## config.mk

```make
export PLATFORM = sky130hd
export DESIGN_NAME = dram_refresh_ctrl
export DESIGN_NICKNAME = d
export VERILOG_FILES = /design/src/rtl/dram_refresh_ctrl_pkg.sv /design/src/rtl/refresh_interval_timer.sv /design/src/rtl/dram_refresh_ctrl.sv
export SDC_FILE = /design/constraint.sdc
export NUM_CORES = 1
export LEC_CHECK = 0
export BUFFER_PORTS_ARGS = -buffer_cell sky130_fd_sc_hd__buf_2
export CAP_MARGIN = 20
export CORE_MARGIN = 2
export CORE_UTILIZATION = 50
export CTS_BUF_LIST = sky130_fd_sc_hd__clkbuf_4
export DETAILED_ROUTE_END_ITERATION = 7
export GPL_TIMING_DRIVEN = 1
export PLACE_DENSITY_LB_ADDON = 0.1
export SYNTH_ARGS = -nofsm -noshare
export SYNTH_HDL_FRONTEND = slang
export SYNTH_SLANG_ARGS = --single-unit
```

## constraint.sdc

```tcl
create_clock -name CLK -period 3.4 [get_ports CLK]
set_input_delay 0.68 -clock CLK [delete_from_list [all_inputs] [get_ports CLK]]
set_output_delay 0.68 -clock CLK [all_outputs]
set_load 0.05 [all_outputs]
```

## src/rtl/dram_refresh_ctrl_pkg.sv

```systemverilog
// Shared types and default timing constants for the DRAM refresh scheduler.
package dram_refresh_ctrl_pkg;

    localparam int unsigned tREFIc           = 6240;
    localparam int unsigned tRFCc            = 280;
    localparam int unsigned REF_MAX_POSTPONE = 8;
    localparam int unsigned DEBT_W           = 4;

    typedef enum logic [1:0] {
        IDLE,
        FORCE,
        ISSUE,
        TRFC
    } refresh_state_t;

endpackage

```

## src/rtl/refresh_interval_timer.sv

```systemverilog
// Free-running wrap counter that pulses tick_c_o for one cycle every PERIOD enabled cycles.
module refresh_interval_timer
    import dram_refresh_ctrl_pkg::*;
#(
    parameter int unsigned PERIOD = tREFIc,
    parameter int unsigned CNT_W  = 16
) (
    input  logic clk_i,
    input  logic rst_i,
    input  logic en_i,
    output logic tick_c_o
);

    logic [CNT_W-1:0] cnt_q;

    assign tick_c_o = en_i && (cnt_q == CNT_W'(PERIOD - 1));

    always_ff @(posedge clk_i) begin
        if (rst_i) begin
            cnt_q <= '0;
        end else if (tick_c_o) begin
            cnt_q <= '0;
        end else if (en_i) begin
            cnt_q <= cnt_q + CNT_W'(1);
        end
    end

endmodule

```

## src/rtl/dram_refresh_ctrl.sv

```systemverilog
// Refresh scheduler: accumulates tREFI debt, issues REF opportunistically or by force,
// and blocks new traffic for tRFC after each REF.
module dram_refresh_ctrl
    import dram_refresh_ctrl_pkg::*;
#(
    parameter int unsigned TREFI_CYC    = tREFIc,
    parameter int unsigned TRFC_CYC     = tRFCc,
    parameter int unsigned MAX_POSTPONE = REF_MAX_POSTPONE,
    parameter int unsigned CNT_W        = 16
) (
    input  logic              CLK,
    input  logic              RST,
    input  logic              init_done,
    input  logic              req_pending,
    input  logic              busy,
    input  logic              refresh_ack,
    output logic              REFRESH,
    output logic              block_sched,
    output logic [DEBT_W-1:0] debt,
    output logic              refresh_err
);

    localparam logic [DEBT_W-1:0] DEBT_MAX = DEBT_W'(MAX_POSTPONE);

    refresh_state_t    state_q;
    logic [CNT_W-1:0]  trfc_cnt_q;
    logic [DEBT_W-1:0] debt_q, debt_d;
    logic              err_q, err_d;
    logic              refresh_q;
    logic              block_q;
    logic              tick_c;
    logic              ack_acc_c;

    refresh_interval_timer #(
        .PERIOD (TREFI_CYC),
        .CNT_W  (CNT_W)
    ) u_trefi_timer (
        .clk_i    (CLK),
        .rst_i    (RST),
        .en_i     (init_done),
        .tick_c_o (tick_c)
    );

    // An ack with no outstanding debt is meaningless and is dropped.
    assign ack_acc_c = refresh_ack && (debt_q != '0);

    always_comb begin
        debt_d = debt_q;
        err_d  = err_q;
        if (tick_c && !ack_acc_c) begin
            if (debt_q == DEBT_MAX) begin
                err_d = 1'b1;
            end else begin
                debt_d = debt_q + DEBT_W'(1);
            end
        end else if (ack_acc_c && !tick_c) begin
            debt_d = debt_q - DEBT_W'(1);
        end
    end

    // FSM with outputs registered alongside the state they belong to.
    always_ff @(posedge CLK) begin
        if (RST) begin
            state_q    <= IDLE;
            trfc_cnt_q <= '0;
            debt_q     <= '0;
            err_q      <= 1'b0;
            refresh_q  <= 1'b0;
            block_q    <= 1'b0;
        end else begin
            debt_q <= debt_d;
            err_q  <= err_d;
            case (state_q)
                IDLE: begin
                    if (debt_q == DEBT_MAX) begin
                        state_q <= FORCE;
                        block_q <= 1'b1;
                    end else if ((debt_q != '0) && !req_pending && !busy) begin
                        state_q   <= ISSUE;
                        refresh_q <= 1'b1;
                        block_q   <= 1'b1;
                    end
                end
                FORCE: begin
                    if (!busy) begin
                        state_q   <= ISSUE;
                        refresh_q <= 1'b1;
                    end
                end
                ISSUE: begin
                    if (refresh_ack) begin
                        state_q    <= TRFC;
                        refresh_q  <= 1'b0;
                        trfc_cnt_q <= CNT_W'(TRFC_CYC - 1);
                    end
                end
                TRFC: begin
                    if (trfc_cnt_q == '0) begin
                        state_q <= IDLE;
                        block_q <= 1'b0;
                    end else begin
                        trfc_cnt_q <= trfc_cnt_q - CNT_W'(1);
                    end
                end
                default: begin
                    state_q   <= IDLE;
                    refresh_q <= 1'b0;
                    block_q   <= 1'b0;
                end
            endcase
        end
    end

    assign REFRESH     = refresh_q;
    assign block_sched = block_q;
    assign debt        = debt_q;
    assign refresh_err = err_q;

endmodule

```

==> results_dict.tcl <==
set metrics [dict create \
    status "complete, no violations" \
    timing.fmax_mhz 354 \
    finalHoldViolCount 0 \
    worst_slew_pin_slew_ps 914 \
    htreeDepth 2 \
    grt_usage 0.192 \
    start_util 0.513 \
    vias_per_cell 5.95 \
    worstReg2RegStart "u_trefi_timer.cnt_q[0]" \
    wire_per_inst_um 14.2 \
    cts_buffers 5 \
    cts.sinks 41 \
    multiInputGateArea_um2 1510 \
    min_from "refresh_err" \
    skew_ps 5.52 \
    cp_num_buf_inv 0 \
    place_area_um2 2500 \
    grt_antenna_before_repair 0 \
    via_count 2040 \
    worst_setup_path_end_kind "flip-flop" \
    use_met2 0.300 \
    critPathTopFamily "simple AND/OR/NAND/NOR gates" \
    cts_setup_buffers 0 \
    cts_buffer_depth 2 \
    p_per_area_nw_per_um2 596 \
    gp_congestion 0.850 \
    synth_area_per_cell_um2 8.62 \
    clk_pin_slew_ps 110 \
    nNetsFinal 305 \
    coreArea_um2 4690 \
    n_fill_cell 448 \
    grt_pass1_wl_um 8160 \
    drt_iter0_drc 94 \
    ant_nets 0 \
    critical_path.max_stage_delay_ps 400 \
    relSlewSlack 0.385 \
    yosys_most_used_dff "dfxtp_1" \
    hp-class "flip-flop to flip-flop" \
    syn_area_um2 2410 \
    drive_gt1_frac 0.111 \
    power.total_uw 1520 \
    dieArea_um2 5380 \
    syn_inst 279 \
    syn-num-nets 296 \
    ff_latch_area_um2 821 \
    antennaDiodeCount 0 \
    cap_violations 0 \
    grt_pass1_vias 1844 \
    port_buffers 12 \
    cts_tree "built" \
    die_x_um 73.4 \
    placedCellCount 335 \
    ys_seq_area_frac 0.341 \
    crit_chain "ha_1 > nor4b_1 > nand4_1 > or2_2 > ha_1 > a21o_1 > a2111oi_0 > a221oi_1 > nand4_1" \
    ctsRootBufferMaster "clkbuf_4" \
    synth.distinct_cells 52 \
    post-route-drc-count 0 \
    grt_max_degree 22 \
    cts_resized 0 \
    finalSetupTns_ps 0 \
    hpwl_um 3530 \
    top_usage_layer "met2" \
    critical_path_class "flip-flop to flip-flop" \
    ys_warn_count 0 \
    grt-ovfl-total 0 \
    use_met3 0.0453 \
    ys_ff_latch 41 \
    drtPass1Iterations 4 \
    rows 25 \
    p_leak_uw 0.000964 \
    cp_data_arrival_time_ps 3110 \
    cpMaxStageDelayCell "a2111oi_0" \
    finalSetupViolations 0 \
    slew_violations 0 \
    critPathLaunchType "flip-flop" \
    vdd_drop_max_mv 0.236 \
    synth-edff-count 0 \
    crit_fanout 8 \
    clk_latency_ps 340 \
    ctsHoldBuffers 0 \
    dieHeight_um 73.4 \
    syn2layout_area_growth_pct 5.82 \
    worstPathRequired_ps 3690 \
    rsz0062_at_grt "no" \
    cp-startpoint "u_trefi_timer.cnt_q[0]" \
    period_share 0.831 \
    stdcell_count 343 \
    wl_um 4860 \
    fin_area_um2 2550 \
    use_met1 0.253 \
    io-pin-count 13 \
    fin_crit_ps 2820 \
    synthArstFlopShare 0 \
]
-- placed cells by master (no fill, tap or decap), types with 7 or more instances in the layout --
cell / synthesis / final
nor2_1: 25 / 25
dfxtp_1: 41 / 41
or3_1: 10 / 10
a21oi_1: 14 / 14
nand4_1: 10 / 10
or4_1: 8 / 8
xor2_1: 12 / 12
ha_1: 10 / 10
buf_2: 0 / 12
mux2i_1: 10 / 10
inv_1: 7 / 7
nand2_1: 27 / 27
nand3_1: 9 / 9
-- worst paths after layout --
kind,to,slack [ps],cells after the start
min reg2reg,refresh_err,480,1
min,refresh_err,480,1
max reg2reg,debt[3],580,9
max,debt[3],580,9
-- cell usage after synthesis, drive strengths merged, types with 2 or more instances --
| master | count | area share |
|---|---|---|
| ha | 10 | 0.052 |
| mux2i | 10 | 0.042 |
| nor3b | 2 | 0.0062 |
| a211oi | 5 | 0.016 |
| nor4bb | 3 | 0.012 |
| nand4 | 10 | 0.026 |
| or4 | 9 | 0.030 |
| o22ai | 2 | 0.0052 |
| nor4 | 7 | 0.023 |
| and3 | 3 | 0.0078 |
| nand2 | 27 | 0.042 |
| xor2 | 12 | 0.044 |
| nor3 | 3 | 0.0062 |
| and4 | 3 | 0.011 |
| o221a | 2 | 0.0094 |
| nor4b | 5 | 0.018 |
| nor2 | 25 | 0.039 |
| nand2b | 3 | 0.0078 |
| nor2b | 2 | 0.0052 |
| nand4b | 3 | 0.011 |
| clkbuf | 10 | 0.016 |
| o21a | 3 | 0.0094 |
| mux2 | 5 | 0.023 |
| o21ai | 5 | 0.010 |
| and2 | 2 | 0.0052 |
| dfxtp | 41 | 0.34 |
| a41o | 2 | 0.0083 |
| or2 | 2 | 0.0052 |
| or3 | 10 | 0.026 |
| nand3 | 9 | 0.019 |
| a31oi | 3 | 0.0078 |
| o31ai | 4 | 0.012 |
| inv | 7 | 0.011 |
| a21oi | 14 | 0.029 |
-- layout make-up --
type / instances / share of cell area
multi-input cells: 220 / 0.595
flip-flops and latches: 41 / 0.322
repair buffers: 13 / 0.0265
well taps: 54 / 0.0265
clock buffers: 5 / 0.0147
inverters: 7 / 0.0103
clock inverters: 3 / 0.00491
-- through the flow --
stage               hold slack (ps)  setup slack, ps  utilization
finish                          483              576        0.543
CTS                             484              624        0.543
global route                    511              429        0.543
global placement                446              671        0.532
detailed placement              454              674        0.532
floorplan                       460              707            -
-- state kept, by name (all words and copies together) (netlist names) --
signal	cells
REFRESH	1
u_trefi_timer.cnt_q	16
refresh_err	1
trfc_cnt_q	16
state_q	2
block_sched	1
debt	4
-- metal layers --
| layer | up-vias | part of all wire |
|---|---|---|
| met5 | - | 0 |
| met4 | 0 | 0.017 |
| met3 | 8 | 0.034 |
| met2 | 23 | 0.44 |
| met1 | 944 | 0.51 |
| li1 | 1065 | - |
-- power by group --
part | total (uW) | switching [uW] | internal (uW)
clock network | 227 | 152 | 74.9
logic | 658 | 395 | 263
registers | 633 | 84.2 | 549
total | 1520 | 631 | 887
-- cell families after synthesis --
logic type / after synthesis / synth area share
and+or+nand+nor: 132 / 0.316
DFF: 41 / 0.341
muxes: 15 / 0.0650
adders and majority gates: 11 / 0.0603
buffers and inverters: 18 / 0.0296
xor gates and xnor gates: 13 / 0.0473
AOI/OAI and AO/OA: 49 / 0.141
No activity file was read; power rests on OpenSTA's default activity.
